### src/rtl/reorder_buffer_pkg.sv
// Shared widths and the entry record for the reorder buffer.
package reorder_buffer_pkg;

  localparam int ROB_DEPTH = 8;
  localparam int ROB_IX_W  = 3;
  localparam int XLEN      = 32;
  localparam int REG_IX_W  = 5;

  typedef struct packed {
    logic                busy;
    logic                ready;
    logic [REG_IX_W-1:0] dest;
    logic [XLEN-1:0]     value;
  } rob_entry_t;

endpackage

### src/rtl/reorder_buffer.sv
// Circular reorder buffer: in-order allocate, out-of-order CDB completion, in-order commit.
// Optional macro ROB_FLUSH_EN adds a flush_in port that empties the buffer.
module reorder_buffer #(
  parameter int ROB_DEPTH = reorder_buffer_pkg::ROB_DEPTH
) (
  input  logic                                  clk_in,
  input  logic                                  rst_in,
`ifdef ROB_FLUSH_EN
  input  logic                                  flush_in,
`endif
  input  logic                                  alloc_valid_in,
  input  logic [reorder_buffer_pkg::REG_IX_W-1:0] alloc_dest_in,
  output logic                                  alloc_ready_out,
  output logic [reorder_buffer_pkg::ROB_IX_W-1:0] alloc_rob_ix_out,
  input  logic [reorder_buffer_pkg::ROB_IX_W-1:0] src1_rob_ix_in,
  input  logic [reorder_buffer_pkg::ROB_IX_W-1:0] src2_rob_ix_in,
  output logic                                  src1_ready_out,
  output logic                                  src2_ready_out,
  output logic [reorder_buffer_pkg::XLEN-1:0]   src1_value_out,
  output logic [reorder_buffer_pkg::XLEN-1:0]   src2_value_out,
  input  logic                                  cdb_valid_in,
  input  logic [reorder_buffer_pkg::ROB_IX_W-1:0] cdb_rob_ix_in,
  input  logic [reorder_buffer_pkg::XLEN-1:0]   cdb_value_in,
  output logic                                  commit_valid_out,
  output logic [reorder_buffer_pkg::REG_IX_W-1:0] commit_dest_out,
  output logic [reorder_buffer_pkg::XLEN-1:0]   commit_value_out,
  output logic [reorder_buffer_pkg::ROB_IX_W-1:0] commit_rob_ix_out,
  output logic [reorder_buffer_pkg::ROB_IX_W:0] count_out
);
  import reorder_buffer_pkg::ROB_IX_W;
  import reorder_buffer_pkg::XLEN;
  import reorder_buffer_pkg::REG_IX_W;
  import reorder_buffer_pkg::rob_entry_t;

  logic [ROB_DEPTH-1:0] r_busy;
  logic [ROB_DEPTH-1:0] r_ready;
  logic [REG_IX_W-1:0]  r_dest  [ROB_DEPTH];
  logic [XLEN-1:0]      r_value [ROB_DEPTH];

  logic [ROB_IX_W-1:0]  r_head;
  logic [ROB_IX_W-1:0]  r_tail;
  logic [ROB_IX_W:0]    r_count;

  logic                 r_commit_valid;
  logic [REG_IX_W-1:0]  r_commit_dest;
  logic [XLEN-1:0]      r_commit_value;
  logic [ROB_IX_W-1:0]  r_commit_ix;

  logic                 w_flush;
  logic                 w_full;
  logic                 w_alloc;
  logic                 w_cdb_hit;
  logic                 w_commit;
  logic                 w_src1_fwd;
  logic                 w_src2_fwd;
  rob_entry_t           w_head_entry;

`ifdef ROB_FLUSH_EN
  assign w_flush = flush_in;
`else
  assign w_flush = 1'b0;
`endif

  // Allocation handshake: a slot is taken on a rising edge where alloc_valid_in
  // and alloc_ready_out are both high; ready looks only at the registered count,
  // so a slot freed by a same-cycle commit is not reusable until the next cycle.
  assign w_full           = (r_count == (ROB_IX_W + 1)'(ROB_DEPTH));
  assign alloc_ready_out  = !w_full;
  assign alloc_rob_ix_out = r_tail;
  assign w_alloc          = alloc_valid_in && !w_full && !w_flush;

  assign w_cdb_hit = cdb_valid_in && r_busy[cdb_rob_ix_in] && !w_flush;

  always_comb begin
    w_head_entry       = '0;
    w_head_entry.busy  = r_busy[r_head];
    w_head_entry.ready = r_ready[r_head];
    w_head_entry.dest  = r_dest[r_head];
    w_head_entry.value = r_value[r_head];
  end

  assign w_commit = w_head_entry.busy && w_head_entry.ready && !w_flush;

  // A broadcast in the same cycle beats the stored copy.
  assign w_src1_fwd     = cdb_valid_in && (cdb_rob_ix_in == src1_rob_ix_in);
  assign w_src2_fwd     = cdb_valid_in && (cdb_rob_ix_in == src2_rob_ix_in);
  assign src1_ready_out = w_src1_fwd || (r_busy[src1_rob_ix_in] && r_ready[src1_rob_ix_in]);
  assign src2_ready_out = w_src2_fwd || (r_busy[src2_rob_ix_in] && r_ready[src2_rob_ix_in]);
  assign src1_value_out = w_src1_fwd ? cdb_value_in : r_value[src1_rob_ix_in];
  assign src2_value_out = w_src2_fwd ? cdb_value_in : r_value[src2_rob_ix_in];

  always_ff @(posedge clk_in or negedge rst_in) begin
    if (!rst_in) begin
      r_head         <= '0;
      r_tail         <= '0;
      r_count        <= '0;
      r_busy         <= '0;
      r_ready        <= '0;
      r_commit_valid <= 1'b0;
      r_commit_dest  <= '0;
      r_commit_value <= '0;
      r_commit_ix    <= '0;
    end else if (w_flush) begin
      r_head         <= '0;
      r_tail         <= '0;
      r_count        <= '0;
      r_busy         <= '0;
      r_ready        <= '0;
      r_commit_valid <= 1'b0;
    end else begin
      r_commit_valid <= w_commit;
      if (w_cdb_hit) begin
        r_ready[cdb_rob_ix_in] <= 1'b1;
      end
      if (w_alloc) begin
        r_busy[r_tail]  <= 1'b1;
        r_ready[r_tail] <= 1'b0;
        r_tail          <= r_tail + 1'b1;
      end
      // Commit is last so it wins over a redundant CDB hit on the head.
      if (w_commit) begin
        r_busy[r_head]  <= 1'b0;
        r_ready[r_head] <= 1'b0;
        r_head          <= r_head + 1'b1;
        r_commit_dest   <= w_head_entry.dest;
        r_commit_value  <= w_head_entry.value;
        r_commit_ix     <= r_head;
      end
      case ({w_alloc, w_commit})
        2'b10:   r_count <= r_count + 1'b1;
        2'b01:   r_count <= r_count - 1'b1;
        default: r_count <= r_count;
      endcase
    end
  end

  always_ff @(posedge clk_in) begin
    if (w_alloc) begin
      r_dest[r_tail] <= alloc_dest_in;
    end
    if (w_cdb_hit) begin
      r_value[cdb_rob_ix_in] <= cdb_value_in;
    end
  end

  assign commit_valid_out  = r_commit_valid;
  assign commit_dest_out   = r_commit_dest;
  assign commit_value_out  = r_commit_value;
  assign commit_rob_ix_out = r_commit_ix;
  assign count_out         = r_count;

endmodule
### config.mk
export PLATFORM = sky130hd
export DESIGN_NAME = reorder_buffer
export DESIGN_NICKNAME = d
export VERILOG_FILES = /design/src/rtl/reorder_buffer_pkg.sv /design/src/rtl/reorder_buffer.sv
export SDC_FILE = /design/constraint.sdc
export NUM_CORES = 1
export LEC_CHECK = 0
export CORE_MARGIN = 5
export CORE_UTILIZATION = 63
export DETAILED_ROUTE_END_ITERATION = 10
export HOLD_SLACK_MARGIN = 0.1
export PLACE_DENSITY_LB_ADDON = 0.3
export SYNTH_ARGS = -nofsm -noshare
export SYNTH_HDL_FRONTEND = slang
export SYNTH_SLANG_ARGS = --single-unit
### constraint.sdc
create_clock -name clk_in -period 4.87 [get_ports clk_in]
set_input_delay 0.974 -clock clk_in [delete_from_list [all_inputs] [get_ports clk_in]]
set_output_delay 0.974 -clock clk_in [all_outputs]
set_load 0.03 [all_outputs]
Word-level counts from Yosys, hierarchy flattened --
Memory sizes are Yosys's and may differ from the RTL's. A register that Yosys moved wholly into a read port is not among the register bits. Index checks and enable logic that the tools add are counted.
Storage, ports and cells: bits in registers 30, memory bits (writable) 296, input port bits 50, word-level logic and storage cells 81, memories kept 2
Operators by class: $add $sub $neg 4, magnitude comparators 8, eq/ne operators 5, multiplexer cells 32, bitwise gates (word level) 7, reductions and logical operators 16
Memory list:
- r_value | words 8, bits a word 32, read ports 3, clocked after memory_dff 1, write ports 1, line reorder_buffer.sv:38 | logic [XLEN-1:0] r_value [ROB_DEPTH];
- r_dest | words 8, bits a word 5, read ports 1, clocked after memory_dff 1, write ports 1, line reorder_buffer.sv:37 | logic [REG_IX_W-1:0] r_dest [ROB_DEPTH];
Operator list (count):
- 32-bit two-way mux | 2
- 8-bit two-way mux | 5
- 8-bit bitwise AND | 3
- 1-bit binary-select mux with 3-bit select | 7
- 3-bit by 4-bit < comparator with 1-bit output (second input constant) | 5
- 8-bit inverter | 2
- 8-bit bitwise OR | 2
- 1-bit two-way mux | 14
- 1-bit logical AND | 10
- 1-bit demux with 3-bit select | 3
- 3-bit by 1-bit greater-or-equal comparator with 1-bit output (second input constant) | 3
- 4-bit case mux with 2 select lines | 1
- 3-bit by 1-bit adder with 3-bit output (second input constant) | 2
- 3-bit equality test | 2
- 4-bit by 1-bit adder with 4-bit output (second input constant) | 1
- 4-bit equality test (second input constant) | 1
- 4-bit by 1-bit subtractor with 4-bit output (second input constant) | 1
- 1-bit zero test | 3
- 2-bit by 1-bit equality test with 1-bit output (second input constant) | 1
- 2-bit equality test (second input constant) | 1
- 1-bit logical OR | 2
- 2-bit nonzero test | 1

Logic depth before layout (Yosys ltp) --
Gate-level depths: netlist of the first run.
word-level depth 10, mapped depth 13, gate-level depth less buffers 11

Worst setup path before layout of the first run --
Ideal clock, no wire load.
kind in2out, start point input port src1_rob_ix_in[2] (netlist bit), end point output port src1_value_out[14] (netlist bit), arrival time 2.625 ns, data required time 3.896 ns, setup slack 1.271 ns, stages 7, buffers on the path 3, cells stage by stage clkbuf_1 > xnor2_1 > nand4_1 > clkbuf_1 > clkbuf_1 > nor2_1 > a21oi_1
Between the ends: longest elaborated chain between the ends 3, elaborated cells between the ends (all ways) 4
RTL lines:
- start, declared | line reorder_buffer.sv:15 | input logic [reorder_buffer_pkg::ROB_IX_W-1:0] src1_rob_ix_in,
- branches (longest 2 deep; another with memory 8 x 32 bit)
- 32-bit two-way mux (*) | line reorder_buffer.sv:89 | assign src1_value_out = w_src1_fwd ? cdb_value_in : r_value[src1_rob_ix_in];
- end, declared | line reorder_buffer.sv:19 | output logic [reorder_buffer_pkg::XLEN-1:0] src1_value_out,
Mark *: on every way between the ends.

Worst setup path after layout of the first run --
start point input port src2_rob_ix_in[0] (netlist bit), end point output port src2_value_out[29] (netlist bit)
Between the ends: longest elaborated chain between the ends 3, elaborated cells between the ends (all ways) 4
RTL lines:
- start, declared | line reorder_buffer.sv:16 | input logic [reorder_buffer_pkg::ROB_IX_W-1:0] src2_rob_ix_in,
- branches (longest 2 deep; another with memory 8 x 32 bit)
- 32-bit two-way mux (*) | line reorder_buffer.sv:90 | assign src2_value_out = w_src2_fwd ? cdb_value_in : r_value[src2_rob_ix_in];
- end, declared | line reorder_buffer.sv:20 | output logic [reorder_buffer_pkg::XLEN-1:0] src2_value_out,
Marks and branches as above.

==> results of run 1 <==
## stage by stage
step / instances / hold slack, ps / power [mW] / area, sq um
6_report: 1820 / 459 / 12.0 / 22300
2_1_floorplan: 1256 / 457 / 7.41 / 18900
4_1_cts: 1818 / 467 / 12.0 / 22300
3_5_place_dp: 1747 / 482 / 8.99 / 21000
3_3_place_gp: 1747 / 470 / 8.89 / 21000
5_1_grt: 1818 / 483 / 12.4 / 22300
## layout make-up
class	instances	area, sq um	share of cell area
sequential	363	10600	0.475
multi-input combinational	787	7910	0.355
timing repair buffer	204	2030	0.0910
clock buffer	49	1040	0.0469
tap	390	488	0.0219
clock inverter	22	216	0.00972
inverter	3	11.3	0.000505
antenna	2	5.00	0.000225
## registers in the layout, summed over array words and instances (netlist names)
signal,cells
r_busy,8
r_head,3
r_ready,8
count_out,4
commit_value_out,32
commit_rob_ix_out,3
commit_dest_out,5
alloc_rob_ix_out,3
r_value,256
r_dest,40
commit_valid_out,1
## synthesized netlist by cell type (2+ instances only)
cell	instances	area, sq um
nor3_1	5	25.0
a22o_1	5	43.8
inv_1	2	7.51
nand2b_1	4	25.0
mux2_1	2	22.5
o22ai_1	16	100
mux4_2	130	2930
mux2_2	72	811
nor2b_1	6	37.5
nand4_1	2	12.5
and3_1	6	37.5
buf_2	27	135
ha_1	5	62.6
a2bb2oi_1	5	43.8
a22oi_1	34	255
nand3_1	8	40.0
a21oi_1	94	470
mux2i_1	95	951
and2_1	7	43.8
buf_6	4	45.0
clkbuf_1	47	176
o221ai_1	20	175
nand3b_1	2	15.0
dfrtp_1	67	1680
o21ai_0	7	35.0
buf_1	24	90.1
mux2_4	36	541
o21ba_2	2	20.0
nand2_1	46	173
nor2_1	105	394
xnor2_1	9	78.8
xor2_1	5	43.8
a211oi_1	2	15.0
edfxtp_1	296	8890
o211ai_1	12	90.1
o2bb2ai_1	5	43.8
a221oi_1	26	228
## kinds of logic after synthesis
group,count (synthesis),share of synthesized area
AND/OR/NAND/NOR,198,0.0452
AO/OA/AOI/OAI,235,0.0840
adder cells (fa/ha/maj),5,0.00331
XOR/XNOR,14,0.00648
buffers and inverters,106,0.0246
multiplexers,335,0.278
flip-flops,363,0.559
## where the power goes
group / switching (mW) / internal (mW)
registers: 0.536 / 3.79
logic: 2.57 / 2.14
clock network: 1.21 / 1.74
## worst max-delay path by stage
stage / startpoint / cells past startpoint / end / slack [ps]
after floorplan: src1_rob_ix_in[2] / 7 / src1_value_out[14] / 1270
after global placement: src2_rob_ix_in[0] / 6 / src2_value_out[29] / 700
after detailed placement: src2_rob_ix_in[0] / 6 / src2_value_out[29] / 700
after CTS: src2_rob_ix_in[0] / 6 / src2_value_out[29] / 640
after global routing: src2_rob_ix_in[0] / 6 / src2_value_out[29] / 490
final: src2_rob_ix_in[0] / 6 / src2_value_out[29] / 470
## routing by layer
metal  up-vias  track usage  part of all wire
met5         -            0           0.00013
met4         2        0.120             0.037
met3       168       0.0664              0.12
met2      1047        0.512              0.49
met1      6444        0.413              0.35
li1       5375            -                 -
==> results.yml, run 1 <==
floorplanning:
  core_sq_mm: 0.0296
  die_area_sq_mm: 0.0336
  io_pins: 165
  fp.dieW_um: 183
  num_rows: 63
  die_h_um: 183
  start_util: 0.638
power:
  power_leakage_nw: 7.86
  powerDensity_mw_per_mm2: 538
  peakVddDrop_uv: 591
setup_path:
  cpMaxStageDelayCell: "clkdlybuf4s50_1"
  start_kind: "input port"
  crit_arrival_ps: 3420
  r2r_setup_slack_ps: 1490
  endpoint_kind: "output pin"
  critPathRequiredTime_ps: 3900
  r2r_cells: 7
  worstPathMaxFanout: 24
  r2r_end: "commit_dest_out[4]$_DFFE_PN0N_"
  cp_slowest_stage_delay_ps: 620
  cpMostUsedCell: "buf_4"
  path_buf_inv: 3
  crit_chain: "buf_4, buf_4, mux4_2, mux2i_1, a21oi_1, clkdlybuf4s50_1"
  crit_family: "buffers and inverters"
  r2r_start: "r_head[1]$_DFFE_PN0N_"
  crit_type: "in2out"
logic_synthesis:
  synth_ff_type: "edfxtp_1"
  yosysWarnings: 0
  async_reset_ff_frac: 0.185
  synth_seq_area_share: 0.559
  synth_area_sq_mm: 0.0189
  ys_types: 53
  avgSynthCellArea_sq_um: 15.1
  ys_seq_elements: 363
  synth_edf_count: 296
  synthCells: 1256
  syn_nets: 1311
drt:
  vias: 13036
  avgViaCountPerCell: 7.16
  postRouteAntennaNets: 0
  drt-pass1-iter-count: 6
  drc: 0
  drt-initial-drc-count: 1607
  routed_wl_mm: 53.0
  wl_per_cell_um: 29.1
flow_run:
  max_cap_violations: 0
timing:
  period_share: 0.903
  worst_pin_slew_ps: 1210
  slew_headroom: 0.191
  setup_ws_ps: 472
  slew_violations: 0
  finalSetupViolCount: 0
  finalSetupTns_ps: 0
  clock_skew_ps: 18.9
  fin_crit_ps: 4400
  hold_violations: 0
  rsz0062_at_grt: "no"
  fmax_mhz: 227
grt:
  track_usage: 0.311
  grt_first_pass_wirelength_mm: 79.1
  antenna_found_initial: 2
  grt_max_degree: 66
  grt_pass1_vias: 13383
  grt-ovfl-total: 0
clocking:
  postCtsSetupBuffers: 0
  clk_path_buf_depth: 3
  cts_htree_levels: 2
  cts_resized: 0
  root_buffer: "clkbuf_16"
  numCtsBuffers: 39
  clk_latency_ps: 550
  cts_tree: "yes"
  postCtsHoldBufs: 0
  clkTransAtPathRegs_ps: 60
  cts.sinks: 363
cells_and_area:
  mostFrequentLayoutCell: "edfxtp_1"
  area_delta_synth_final_pct: 17.8
  mostFrequentLayoutCells: "edfxtp_1, mux4_2, clkdlybuf4s50_1"
  nFillCells: 1743
  layout-drive-gt1-share: 0.273
  nNetsFinal: 1453
  final_util: 0.752
hold_path:
  hold_class: "in2async"
placement:
  numPortBuffers: 164
  hpwl_mm: 31.0
  dp_slack_ps: 701
  gp_congestion: 0.819
outcome:
  status: "complete, no violations"
Power figures use the tool's default switching activity.
==> run 2: changes to the inputs <==
--- a/config.mk
+++ b/config.mk
@@ -5,11 +5,13 @@
 export SDC_FILE = /design/constraint.sdc
 export NUM_CORES = 1
 export LEC_CHECK = 0
+export CAP_MARGIN = 20
 export CORE_MARGIN = 5
 export CORE_UTILIZATION = 63
 export DETAILED_ROUTE_END_ITERATION = 10
 export HOLD_SLACK_MARGIN = 0.1
-export PLACE_DENSITY_LB_ADDON = 0.3
+export PLACE_DENSITY = 0.94
+export RECOVER_POWER = 25
 export SYNTH_ARGS = -nofsm -noshare
 export SYNTH_HDL_FRONTEND = slang
 export SYNTH_SLANG_ARGS = --single-unit
==> results.yml, run 2 (synthesized netlist as in run 1, its figures left out) <==
setup_path:
  start_kind: "input port"
  r2r_setup_slack_ps: 1470
  path_buf_inv: 3
  crit_arrival_ps: 3390
  cp_slowest_stage_delay_ps: 770
  critPathRequiredTime_ps: 3900
  cpMaxStageDelayCell: "clkdlybuf4s50_1"
  crit_family: "buffers and inverters"
  crit_chain: "clkdlybuf4s50_1, xnor2_1, nand4_1, buf_4, a21oi_1, clkdlybuf4s50_1"
  worstPathMaxFanout: 11
  cpMostUsedCell: "clkdlybuf4s50_1"
  endpoint_kind: "output pin"
  crit_type: "in2out"
placement:
  gp_congestion: 0.874
  numPortBuffers: 164
  dp_slack_ps: 535
  hpwl_mm: 30.8
floorplanning:
  die_h_um: 183
  num_rows: 63
  core_sq_mm: 0.0296
  die_area_sq_mm: 0.0336
  io_pins: 165
  start_util: 0.638
  fp.dieW_um: 183
timing:
  slew_headroom: -0.311
  whs_ps: 498
  fin_crit_ps: 4370
  finalSetupViolCount: 0
  slew_violations: 68
  rsz0062_at_grt: "no"
  fmax_mhz: 229
  setup_ws_ps: 505
  finalSetupTns_ps: 0
  clock_skew_ps: 20.7
  worst_pin_slew_ps: 1970
  hold_violations: 0
  period_share: 0.896
grt:
  grt_first_pass_wirelength_mm: 81.3
  grt_pass1_vias: 13808
  grt_max_degree: 73
  grt-ovfl-total: 0
  track_usage: 0.317
  antenna_found_initial: 2
clocking:
  root_buffer: "clkbuf_16"
  postCtsSetupBuffers: 0
  clkTransAtPathRegs_ps: 60
  cts.sinks: 363
  clk_path_buf_depth: 3
  cts_htree_levels: 2
  numCtsBuffers: 39
  cts_tree: "yes"
  clk_latency_ps: 530
  postCtsHoldBufs: 0
  cts_resized: 0
outcome:
  status: "finished with violations"
  violations: "max-capacitance violations, max-slew violations"
cells_and_area:
  layout-drive-gt1-share: 0.273
  mostFrequentLayoutCell: "edfxtp_1"
  nNetsFinal: 1447
  top_register: "r_value"
  mostFrequentLayoutCells: "edfxtp_1, mux4_2, nor2_1"
  largest_register_ffs: 256
  area_delta_synth_final_pct: 17.7
  nFillCells: 1673
drt:
  routed_wl_mm: 54.2
  drc: 0
  avgViaCountPerCell: 7.49
  wl_per_cell_um: 29.9
  drt-pass1-iter-count: 6
  vias: 13588
  postRouteAntennaNets: 0
  drt-initial-drc-count: 2287
hold_path:
  hold_class: "reg2reg"
power:
  peakVddDrop_uv: 464
  power_leakage_nw: 7.84
  powerDensity_mw_per_mm2: 541
flow_run:
  max_cap_violations: 1
[run 2: worst reg2reg max path, delay by kind of cell (launching register included)]
| kind | cells | cell delay, ps |
|---|---|---|
| and+or+nand+nor | 1 | 360 |
| buffers and inverters | 2 | 1070 |
| DFF | 1 | 800 |
| AOI/OAI and AO/OA | 2 | 420 |
| muxes | 2 | 630 |
[run 2: worst paths after layout]
check,startpoint,cells past startpoint,to
max,cdb_rob_ix_in[2],6,src1_value_out[22]
min,count_out[3]$_DFFE_PN0P_,1,count_out[3]$_DFFE_PN0P_
max reg2reg,r_head[1]$_DFFE_PN0N_,7,commit_value_out[10]$_DFFE_PN0N_
min reg2reg,count_out[3]$_DFFE_PN0P_,1,count_out[3]$_DFFE_PN0P_
max in group asynchronous,rst_in,1,r_head[0]$_DFFE_PN0N_
min in group asynchronous,rst_in,1,alloc_rob_ix_out[2]$_DFFE_PN0N_
[run 2: power by group]
part	leakage [nW]	switching, mW	internal (mW)
clock	0.622	1.21	1.75
combinational	3.73	2.65	2.12
sequential	3.48	0.526	3.79
total	7.84	4.38	7.66
[run 2: per-stage QoR]
stage / cell area, sq um / total power, mW / instances / util
after floorplan: 18900 / 7.41 / 1256 / -
after global placement: 20900 / 8.83 / 1737 / 0.705
after detailed placement: 20900 / 8.99 / 1737 / 0.705
after CTS: 22200 / 12.0 / 1808 / 0.749
after global routing: 22300 / 12.4 / 1813 / 0.751
final: 22300 / 12.0 / 1814 / 0.751
[run 2: final cells by class]
| cell class | instances | area, sq um | share of cell area |
|---|---|---|---|
| timing repair buffer | 198 | 1990 | 0.0893 |
| clock buffer | 51 | 1090 | 0.0491 |
| tap | 390 | 488 | 0.0219 |
| inverter | 3 | 11.3 | 0.000506 |
| sequential | 363 | 10600 | 0.475 |
| antenna | 2 | 5.00 | 0.000225 |
| clock inverter | 20 | 188 | 0.00843 |
| multi-input combinational | 787 | 7910 | 0.355 |
[run 2: routing by layer]
layer | GRT usage | routed length, um
met2 | 0.499 | 25900
met4 | 0.146 | 2430
met3 | 0.0823 | 7640
met5 | 0 | 11
met1 | 0.421 | 18300
